**src/rtl/store_chk_pkg.sv**
```systemverilog
// Shared types for the store-trace checker: FSM states, failure codes, table entry.
package store_chk_pkg;

  typedef enum logic [1:0] {
    IDLE = 2'd0,
    RUN  = 2'd1,
    PASS = 2'd2,
    FAIL = 2'd3
  } state_e;

  typedef enum logic [1:0] {
    FC_NONE    = 2'd0,
    FC_ADDR    = 2'd1,
    FC_DATA    = 2'd2,
    FC_TIMEOUT = 2'd3
  } fail_code_e;

  typedef struct packed {
    logic [31:0] addr;
    logic [31:0] data;
  } exp_entry_t;

endpackage

```
**src/rtl/store_exp_table.sv**
```systemverilog
// Expected-store table: DEPTH x {addr,data}, one sync write port, one async read port.
module store_exp_table
  import store_chk_pkg::*;
#(
  parameter int unsigned DEPTH = 8
) (
  input  logic                     clk_i,
  input  logic                     rst_ni,
  input  logic                     we_i,
  input  logic [$clog2(DEPTH)-1:0] widx_i,
  input  exp_entry_t               wentry_i,
  input  logic [$clog2(DEPTH)-1:0] ridx_i,
  output exp_entry_t               rd_entry_c_o
);

  exp_entry_t mem_q [DEPTH];

  always_ff @(posedge clk_i or negedge rst_ni) begin
    if (!rst_ni) begin
      for (int i = 0; i < int'(DEPTH); i++) mem_q[i] <= '0;
    end else if (we_i) begin
      mem_q[widx_i] <= wentry_i;
    end
  end

  assign rd_entry_c_o = mem_q[ridx_i];

endmodule

```
**config.mk**
```make
export PLATFORM = sky130hd
export DESIGN_NAME = store_exp_table
export DESIGN_NICKNAME = d
export VERILOG_FILES = /design/src/rtl/store_chk_pkg.sv /design/src/rtl/store_exp_table.sv
export SDC_FILE = /design/constraint.sdc
export NUM_CORES = 1
export LEC_CHECK = 0
export CAP_MARGIN = 40
export CORE_UTILIZATION = 60
export DETAILED_ROUTE_END_ITERATION = 10
export PLACE_DENSITY = 0.78
export SYNTH_ARGS = -nofsm -noshare
export SYNTH_HDL_FRONTEND = slang
export SYNTH_SLANG_ARGS = --single-unit
export TNS_END_PERCENT = 5
```
**constraint.sdc**
```tcl
create_clock -name clk_i -period 4.7 [get_ports clk_i]
set_clock_uncertainty 0.1 [all_clocks]
set_input_delay 0.94 -clock clk_i [delete_from_list [all_inputs] [get_ports clk_i]]
set_output_delay 0.94 -clock clk_i [all_outputs]
set_load 0.03 [all_outputs]
```
==> metrics.yaml, run 1 <==
max_vdd_drop_mv: 0.3317
dp_worst_setup_slack_ns: 0.6875
grt.overflow.total: 0
hold_path_class: "in -> async"
fp.dieW_um: 196.8
fin_nets: 1523
cts_tree: "built"
postCtsSetupRepairBufs: 0
worst_path_max_delay_cell: "sky130_fd_sc_hd__clkdlybuf4s50_1"
area_growth_pct: 15.97
launching_point_of_the_worst_reg2reg_path: "mem_q[114]$_DFFE_PN0P_"
max_capacitance_violation_count: 0
grt_first_pass_wirelength_um: 76220
drv_slew: 0
dp_cells: 1907
fmax_mhz: 250.5
drt_pre_antenna_iters: 4
number_of_synthesized_register_bits: 512
syn_avg_cell_area_um2: 17.34
cts_max_level: 2
synthTopCellsByCount: "sky130_fd_sc_hd__mux2_2, sky130_fd_sc_hd__dfrtp_1, sky130_fd_sc_hd__mux4_2, sky130_fd_sc_hd__buf_2, sky130_fd_sc_hd__buf_6"
cts_resized: 0
startpoint: "ridx_i[0]"
wire_length_after_detailed_routing_um: 47390
total_cell_area_at_the_placement_stage_um2: 24750
reg_top3: "mem_q x512"
run_status: "completed"
final_antenna_net_count: 0
yosysUniqueCellTypes: 12
design.portCount: 137
timing.final.setup_violations: 0
setup_total_negative_slack_ns: 0
cp.required_ns: 3.66
remaining_drcs: 0
path_max_fanout: 31
route.vias.total: 12195
worst_setup_path_end_kind: "primary output"
routabilityCongestion: 0.7417
cts-hold-fix-buffers: 0
post-route-min-period_ns: 3.992
library_cell_with_the_highest_instance_count_after_synthesis: "sky130_fd_sc_hd__mux2_2"
synth_area_leader_cell: "sky130_fd_sc_hd__dfrtp_1"
mapped_cell_area_um2: 22780
path_clk_slew_ns: 0.05
cts-buffers-inserted: 52
async_flop_share_pct: 100.0
cp_slowest_stage_delay_ns: 0.66
timing.final.crit_share_pct: 84.93
regMostFlops: "mem_q"
setup.worst_path.start_class: "input port"
critical_path_cell_sequence: "clkbuf_8 -> buf_12 -> mux4_2 -> mux2_2 -> clkdlybuf4s50_1"
final_cell_area_um2: 26420
max_slew_margin_pct: 48.48
routed_via_density: 6.113
post_route_cells_drive_above_1_share_pct: 55.47
largest_register_ff_count: 512
layout.core_utilization_pct: 70.47
grtUsageTotal_pct: 25.68
synth_sequential_area_ratio_pct: 56.25
setup_repair_after_global_routing_missed_its_margin: "no"
multiInputGateArea_um2: 9465
cp_top_family: "buffers and inverters"
port-buffer-count: 136
synth.yosys.warnings: 0
crit_buf_inv: 3
n_fill_cell: 2527
power.leakage_nw: 10.98
placement_rows: 71
cts_root_buffer_type: "sky130_fd_sc_hd__clkbuf_16"
tritoncts_num_sinks: 512
first_global_vias: 13312
post_drt_wl_per_cell_um: 23.75
cp.arrival_ns: 2.95
yosysTopAreaCellShare_pct: 56.25
cellPowerDensity_nw_per_um2: 477.2
layout_setup_ws_ns: 0.7084
drt_first_iter_violations: 542
floorplan.die.height_um: 196.8
core_region_area_um2: 37490
post-dp-hpwl_um: 27090
start_util_pct: 60.76
grt_antenna_before_repair: 2
finish.cell_count_without_fillers: 1995
worst_slew_pin_slew_ns: 0.7727
ranking_of_synthesized_cells_by_area: "sky130_fd_sc_hd__dfrtp_1, sky130_fd_sc_hd__mux2_2, sky130_fd_sc_hd__mux4_2, sky130_fd_sc_hd__buf_2, sky130_fd_sc_hd__buf_6"
grt_start_max_net_pins: 131
clock_insertion_delay_worst_skew_ns: 0.57
worst-setup-path-type: "in -> out"
syn-instance-count: 1314
number_of_failing_hold_endpoints_at_the_final_stage: 0
synth_edf_count: 0
number_of_buffers_between_clock_root_and_the_deepest_sink: 3
ys.flop_type: "sky130_fd_sc_hd__dfrtp_1"
seqCellArea_um2: 12810
dieArea_um2: 38750
synthesized_netlist_net_count: 1387
## area by class of cell
cell class	count	area share [%]
Antenna cell	2	0.01895
Clock buffer	80	5.973
Clock inverter	6	0.3126
Multi-Input combinational cell	712	35.83
Sequential cell	512	48.50
Tap cell	511	2.420
Timing Repair Buffer	172	6.944
## layer usage
metal	part of all wire, %	vias to the layer above	track usage, %
met2	50	198	42.40
li1	-	5239	-
met3	3.8	76	3.970
met1	44	6682	35.18
met4	2.4	0	8.728
met5	0	-	0
## final timing paths
check	end	slack (ns)	cells past startpoint
setup / recovery	rd_entry_c_o[19]	0.71	5
min in group clk_i	mem_q[97]$_DFFE_PN0P_	0.40	1
hold / removal	mem_q[337]$_DFFE_PN0P_	0.18	1
max in group asynchronous	mem_q[319]$_DFFE_PN0P_	3.25	2
hold reg to reg	mem_q[97]$_DFFE_PN0P_	0.40	1
setup reg to reg	mem_q[114]$_DFFE_PN0P_	3.81	1
## kinds of logic (layout without fill, tap and decap cells)
| group | count (synthesis) | in the layout | share of synthesized area [%] |
|---|---|---|---|
| other cells | 0 | 2 | 0 |
| mux | 704 | 704 | 41.13 |
| buf+inv | 90 | 258 | 2.279 |
| simple gates | 8 | 8 | 0.3461 |
| flops | 512 | 512 | 56.25 |
## power by group
part,internal (W),leakage (nW),switching (W)
combinational,0.00163,4.03,0.00110
sequential,0.00538,6.14,0.000476
clock,0.00239,0.815,0.00163
total,0.00941,11.0,0.00320
## cells in the final DEF (no fill, tap or decap)
cell type / n
sky130_fd_sc_hd__mux2_2: 576
sky130_fd_sc_hd__and4bb_4: 3
sky130_fd_sc_hd__clkbuf_8: 16
sky130_fd_sc_hd__clkdlybuf4s50_1: 132
sky130_fd_sc_hd__clkbuf_1: 12
sky130_fd_sc_hd__buf_8: 2
sky130_fd_sc_hd__dfrtp_1: 512
sky130_fd_sc_hd__buf_4: 21
sky130_fd_sc_hd__clkbuf_16: 53
sky130_fd_sc_hd__nor4b_2: 1
sky130_fd_sc_hd__nand4_1: 1
sky130_fd_sc_hd__diode_2: 2
sky130_fd_sc_hd__clkinvlp_4: 1
sky130_fd_sc_hd__clkinv_2: 3
sky130_fd_sc_hd__buf_12: 15
sky130_fd_sc_hd__bufinv_16: 2
sky130_fd_sc_hd__buf_6: 1
sky130_fd_sc_hd__mux4_2: 128
sky130_fd_sc_hd__nand4b_1: 3
## stage by stage
stage | hold WS, ns | power [W]
2_1_floorplan | 0.3738 | 0.007716
3_3_place_gp | 0.3817 | 0.008530
3_5_place_dp | 0.3876 | 0.008674
4_1_cts | 0.1697 | 0.01273
5_1_grt | 0.2002 | 0.01316
6_report | 0.1838 | 0.01261
Note: power is estimated with default switching activity, not from simulation.
==> inputs of run 2 (changes only) <==
Settings changed: CORE_UTILIZATION 60 to 54, PLACE_DENSITY 0.78 to 0.74.
Clock period 4.7 ns to 3.65 ns, I/O delays scaled along.
==> metrics.yaml, run 2 (synthesized netlist as in run 1, its figures left out) <==
final_cell_area_um2: 26900  # +1.8%
timing.hold.ws_ns: 0.03135  # -0.1524 ns
critical_path_cell_sequence: "clkbuf_8 -> buf_4 -> mux4_2 -> mux2_2 -> clkdlybuf4s50_1"
largest_register_ff_count: 512  # unchanged
dieArea_um2: 43010  # +11%
port-buffer-count: 136  # unchanged
cts_max_level: 2  # unchanged
hold_path_class: "in -> async"
routabilityCongestion: 0.7307  # -1.5%
first_global_vias: 13674  # +2.7%
final_antenna_net_count: 0  # unchanged
area_growth_pct: 18.09
fp.dieW_um: 207.4  # +5.4%
crit_buf_inv: 3  # unchanged
cp_slowest_stage_delay_ns: 0.59  # -0.07 ns
drt_pre_antenna_iters: 4  # unchanged
tritoncts_num_sinks: 512  # unchanged
path_max_fanout: 13  # -58%
max_slew_margin_pct: 53.78  # +5.3 points
worst_setup_path_end_kind: "primary output"
seqCellArea_um2: 12810  # unchanged
grt_first_pass_wirelength_um: 78880  # +3.5%
number_of_buffers_between_clock_root_and_the_deepest_sink: 3  # unchanged
postCtsSetupRepairBufs: 0  # unchanged
max_vdd_drop_mv: 0.3755  # +13%
power.leakage_nw: 11.25  # +2.4%
reg_top3: "mem_q x512"
finish.cell_count_without_fillers: 2046  # +2.6%
path_clk_slew_ns: 0.06  # about the same
grtUsageTotal_pct: 23.62  # -2.1 points
cp_top_family: "buffers and inverters"
timing.final.setup_violations: 0  # unchanged
timing.final.crit_share_pct: 96.00
drv_slew: 0  # unchanged
cellPowerDensity_nw_per_um2: 615.0  # +29%
layout.cells.most_common_list: "sky130_fd_sc_hd__mux2_2, sky130_fd_sc_hd__dfrtp_1, sky130_fd_sc_hd__mux4_2, sky130_fd_sc_hd__clkdlybuf4s50_1, sky130_fd_sc_hd__clkbuf_16"
placement_rows: 74  # +4.2%
fmax_mhz: 285.4
design.portCount: 137  # unchanged
post_route_cells_drive_above_1_share_pct: 57.11  # +1.6 points
dp_cells: 1945  # +2.0%
worst_slew_pin_slew_ns: 0.6933  # -0.07947 ns
setup_total_negative_slack_ns: 0  # unchanged
n_fill_cell: 2922  # +16%
wire_length_after_detailed_routing_um: 48370  # +2.1%
cp.required_ns: 2.82  # -0.84 ns
cts-hold-fix-buffers: 0  # unchanged
fin_nets: 1542  # +1.2%
core_region_area_um2: 41200  # +9.9%
remaining_drcs: 0  # unchanged
grt_antenna_before_repair: 1  # -1
post-dp-hpwl_um: 28200  # +4.1%
routed_via_density: 5.966  # -2.4%
regMostFlops: "mem_q"
layout_commonest_cell: "sky130_fd_sc_hd__mux2_2"
start_util_pct: 55.29  # -5.5 points
route.vias.total: 12206  # +0.090%
post_drt_wl_per_cell_um: 23.64  # -0.48%
cts_resized: 0  # unchanged
worst_path_max_delay_cell: "sky130_fd_sc_hd__clkdlybuf4s50_1"
run_status: "completed"
total_cell_area_at_the_placement_stage_um2: 25100  # +1.4%
grt.overflow.total: 0  # unchanged
cts_root_buffer_type: "sky130_fd_sc_hd__clkbuf_16"
cts_tree: "built"
post-route-min-period_ns: 3.504
multiInputGateArea_um2: 9465  # unchanged
setup_repair_after_global_routing_missed_its_margin: "no"
grt_start_max_net_pins: 88  # -33%
drt_first_iter_violations: 632  # +17%
floorplan.die.height_um: 207.4  # +5.4%
max_capacitance_violation_count: 0  # unchanged
cp.arrival_ns: 2.67  # -0.28 ns
cts-buffers-inserted: 54  # +3.8%
number_of_failing_hold_endpoints_at_the_final_stage: 0  # unchanged
worst-setup-path-type: "in -> out"
clock_insertion_delay_worst_skew_ns: 0.59  # +0.02 ns
setup.worst_path.start_class: "input port"
## run 2: metrics by stage
stage               utilization, %  setup WS [ns]  power, W
CTS                          65.28         0.1103   0.01676
detailed placement           60.91         0.1163   0.01118
global route                 65.29        0.05444   0.01733
global placement             60.85         0.1347   0.01101
finish                       65.29         0.1460   0.01654
floorplan                        -         0.8742  0.009936
## run 2: final cells by class
class,instances,area share [%]
flip-flops and latches,512,47.63
well taps,532,2.475
clock buffers,87,6.158
repair buffers,189,8.005
diodes,1,0.009303
multi-input cells,712,35.19
clock inverters,13,0.5349
## run 2: power by group
part,total [W],internal (W),switching [W]
Sequential,0.00753,0.00693,0.000597
Combinational,0.00353,0.00211,0.00142
Clock,0.00548,0.00330,0.00218
Total,0.0165,0.0123,0.00420
## run 2: final timing paths
path	startpoint	to	slack, ns	cells after the start
worst min-delay path	rst_ni	mem_q[359]$_DFFE_PN0P_	0.03	1
min in group clk_i	mem_q[34]$_DFFE_PN0P_	mem_q[34]$_DFFE_PN0P_	0.40	1
max in group asynchronous	rst_ni	mem_q[273]$_DFFE_PN0P_	2.44	3
worst max-delay path	ridx_i[0]	rd_entry_c_o[43]	0.15	5
worst max register to register	mem_q[98]$_DFFE_PN0P_	mem_q[98]$_DFFE_PN0P_	2.76	1
worst min register to register	mem_q[34]$_DFFE_PN0P_	mem_q[34]$_DFFE_PN0P_	0.40	1
## run 2: metal layers
layer / wire [µm] / share of wire (%) / track usage, % / up-vias
li1: - / - / - / 5302
met1: 20620 / 43 / 30.97 / 6671
met2: 24980 / 52 / 40.43 / 165
met3: 1704 / 3.5 / 3.994 / 68
met4: 1067 / 2.2 / 7.283 / 0
met5: 0 / 0 / 0 / -
==> inputs of run 3 (changes only) <==
Settings changed: MAX_ROUTING_LAYER from default to met4.
==> metrics.yaml, run 3 (synthesized netlist as in run 1, its figures left out) <==
post_route_cells_drive_above_1_share_pct: 57.11  # unchanged
routabilityCongestion: 0.7413  # +1.5%
worst_setup_path_end_kind: "primary output"
setup_repair_after_global_routing_missed_its_margin: "no"
post_drt_wl_per_cell_um: 23.72  # +0.36%
fin_nets: 1542  # unchanged
max_vdd_drop_mv: 0.3756  # about the same
power.leakage_nw: 11.25  # unchanged
grt.overflow.total: 0  # unchanged
cts_max_level: 2  # unchanged
clock_insertion_delay_worst_skew_ns: 0.59  # about the same
cts-buffers-inserted: 54  # unchanged
cts_resized: 0  # unchanged
cellPowerDensity_nw_per_um2: 615.2  # about the same
grt_first_pass_wirelength_um: 78870  # about the same
cp.required_ns: 2.82  # about the same
area_growth_pct: 18.09  # unchanged
post-dp-hpwl_um: 28200  # unchanged
timing.final.crit_share_pct: 96.06  # about the same
grt_antenna_before_repair: 1  # unchanged
layout_commonest_cell: "sky130_fd_sc_hd__mux2_2"
cellInternalPower_w: 0.01235  # about the same
max_capacitance_violation_count: 0  # unchanged
worst_slew_pin_slew_ns: 0.6866  # -0.006652 ns
post-route-min-period_ns: 3.506  # +0.002189 ns
max_slew_margin_pct: 54.23  # +0.44 points
clock_power_share_pct: 33.2  # about the same
combPwrFrac_pct: 21.3  # about the same
setup_total_negative_slack_ns: 0  # unchanged
finalPower_w: 0.01655  # about the same
final_antenna_net_count: 0  # unchanged
cts_root_buffer_type: "sky130_fd_sc_hd__clkbuf_16"
hold_path_class: "in -> async"
number_of_failing_hold_endpoints_at_the_final_stage: 0  # unchanged
routed_via_density: 5.996  # +0.50%
postCtsSetupRepairBufs: 0  # unchanged
p_sw_w: 0.004204  # +0.16%
cts_tree: "built"
cts-hold-fix-buffers: 0  # unchanged
wire_length_after_detailed_routing_um: 48540  # +0.36%
remaining_drcs: 0  # unchanged
path_max_fanout: 13  # unchanged
fp.dieW_um: 207.4  # unchanged
drt_pre_antenna_iters: 4  # unchanged
reg_top3: "mem_q x512"
drv_slew: 0  # unchanged
floorplan.die.height_um: 207.4  # unchanged
number_of_buffers_between_clock_root_and_the_deepest_sink: 3  # unchanged
grtUsageTotal_pct: 24.36  # +0.74 points
first_global_vias: 13672  # -0.015%
tritoncts_num_sinks: 512  # unchanged
placement_rows: 74  # unchanged
fmax_mhz: 285.2  # about the same
largest_register_ff_count: 512  # unchanged
grt_start_max_net_pins: 88  # unchanged
worst-setup-path-type: "in -> out"
cp.arrival_ns: 2.68  # about the same
run_status: "completed"
core_region_area_um2: 41200  # unchanged
timing.final.setup_violations: 0  # unchanged
power_frac_seq_pct: 45.5  # about the same
dieArea_um2: 43010  # unchanged
layout.core_utilization_pct: 65.29  # unchanged
drt_first_iter_violations: 610  # -3.5%
design.portCount: 137  # unchanged
route.vias.total: 12267  # +0.50%
start_util_pct: 55.29  # unchanged
switching_share_pct: 25.40  # +0.030 points
regMostFlops: "mem_q"
path_clk_slew_ns: 0.06  # about the same
layout.cells.most_common_list: "sky130_fd_sc_hd__mux2_2, sky130_fd_sc_hd__dfrtp_1, sky130_fd_sc_hd__mux4_2, sky130_fd_sc_hd__clkdlybuf4s50_1, sky130_fd_sc_hd__clkbuf_16"
setup.worst_path.start_class: "input port"
port-buffer-count: 136  # unchanged
==> run 3: cell counts in the layout (fill, tap and decap cells not counted) <==
Identical to the previous run, type by type.
==> run 3: area by class of cell <==
| class | instances | area, µm² |
|---|---|---|
| antenna | 1 | 2.502 |
| clock buffer | 87 | 1657 |
| clock inverter | 13 | 143.9 |
| fill | 2922 | 14300 |
| multi-input combinational | 712 | 9465 |
| sequential | 512 | 12810 |
| tap | 532 | 665.6 |
| timing repair buffer | 189 | 2153 |
==> run 3: critical path: stages <==
cell	delay, ns
sky130_fd_sc_hd__clkbuf_8	0.25
sky130_fd_sc_hd__buf_4	0.29
sky130_fd_sc_hd__mux4_2	0.53
sky130_fd_sc_hd__mux2_2	0.28
sky130_fd_sc_hd__clkdlybuf4s50_1	0.59
==> run 3: through the flow <==
stage	instance area [µm²]	hold WS (ns)	worst slack, ns	std cells
6_report	26900	0.03019	0.1438	2046
5_1_grt	26900	0.06248	0.05444	2046
4_1_cts	26900	0.05024	0.1103	2045
3_5_place_dp	25100	0.3876	0.1163	1945
3_3_place_gp	25070	0.3812	0.1347	1943
2_1_floorplan	22780	0.3344	0.8742	1314
==> run 3: power by group through the flow <==
stage | clock network (W) | logic [W] | registers [W]
floorplan | 0 | 0.00254 | 0.00739
global placement | 0 | 0.00347 | 0.00754
detailed placement | 0 | 0.00357 | 0.00762
finish | 0.00549 | 0.00353 | 0.00753
CTS | 0.00565 | 0.00359 | 0.00753
global route | 0.00587 | 0.00378 | 0.00769
==> run 3: path summary, 6_finish.rpt <==
| kind | startpoint | to | slack [ns] | cells past startpoint |
|---|---|---|---|---|
| min in group clk_i | mem_q[34]$_DFFE_PN0P_ | mem_q[34]$_DFFE_PN0P_ | 0.40 | 1 |
| min | rst_ni | mem_q[359]$_DFFE_PN0P_ | 0.03 | 1 |
| max in group asynchronous | rst_ni | mem_q[17]$_DFFE_PN0P_ | 2.44 | 3 |
| max reg2reg | mem_q[98]$_DFFE_PN0P_ | mem_q[98]$_DFFE_PN0P_ | 2.76 | 1 |
| max | ridx_i[0] | rd_entry_c_o[43] | 0.14 | 5 |
| min reg2reg | mem_q[34]$_DFFE_PN0P_ | mem_q[34]$_DFFE_PN0P_ | 0.40 | 1 |
==> run 3: metal layers <==
metal,GRT usage (%),up-vias,routed length (µm)
met2,40.43,166,25050
li1,-,5301,-
met1,31.06,6730,20830
met5,-,-,0
met4,7.283,0,1030
met3,3.873,70,1629
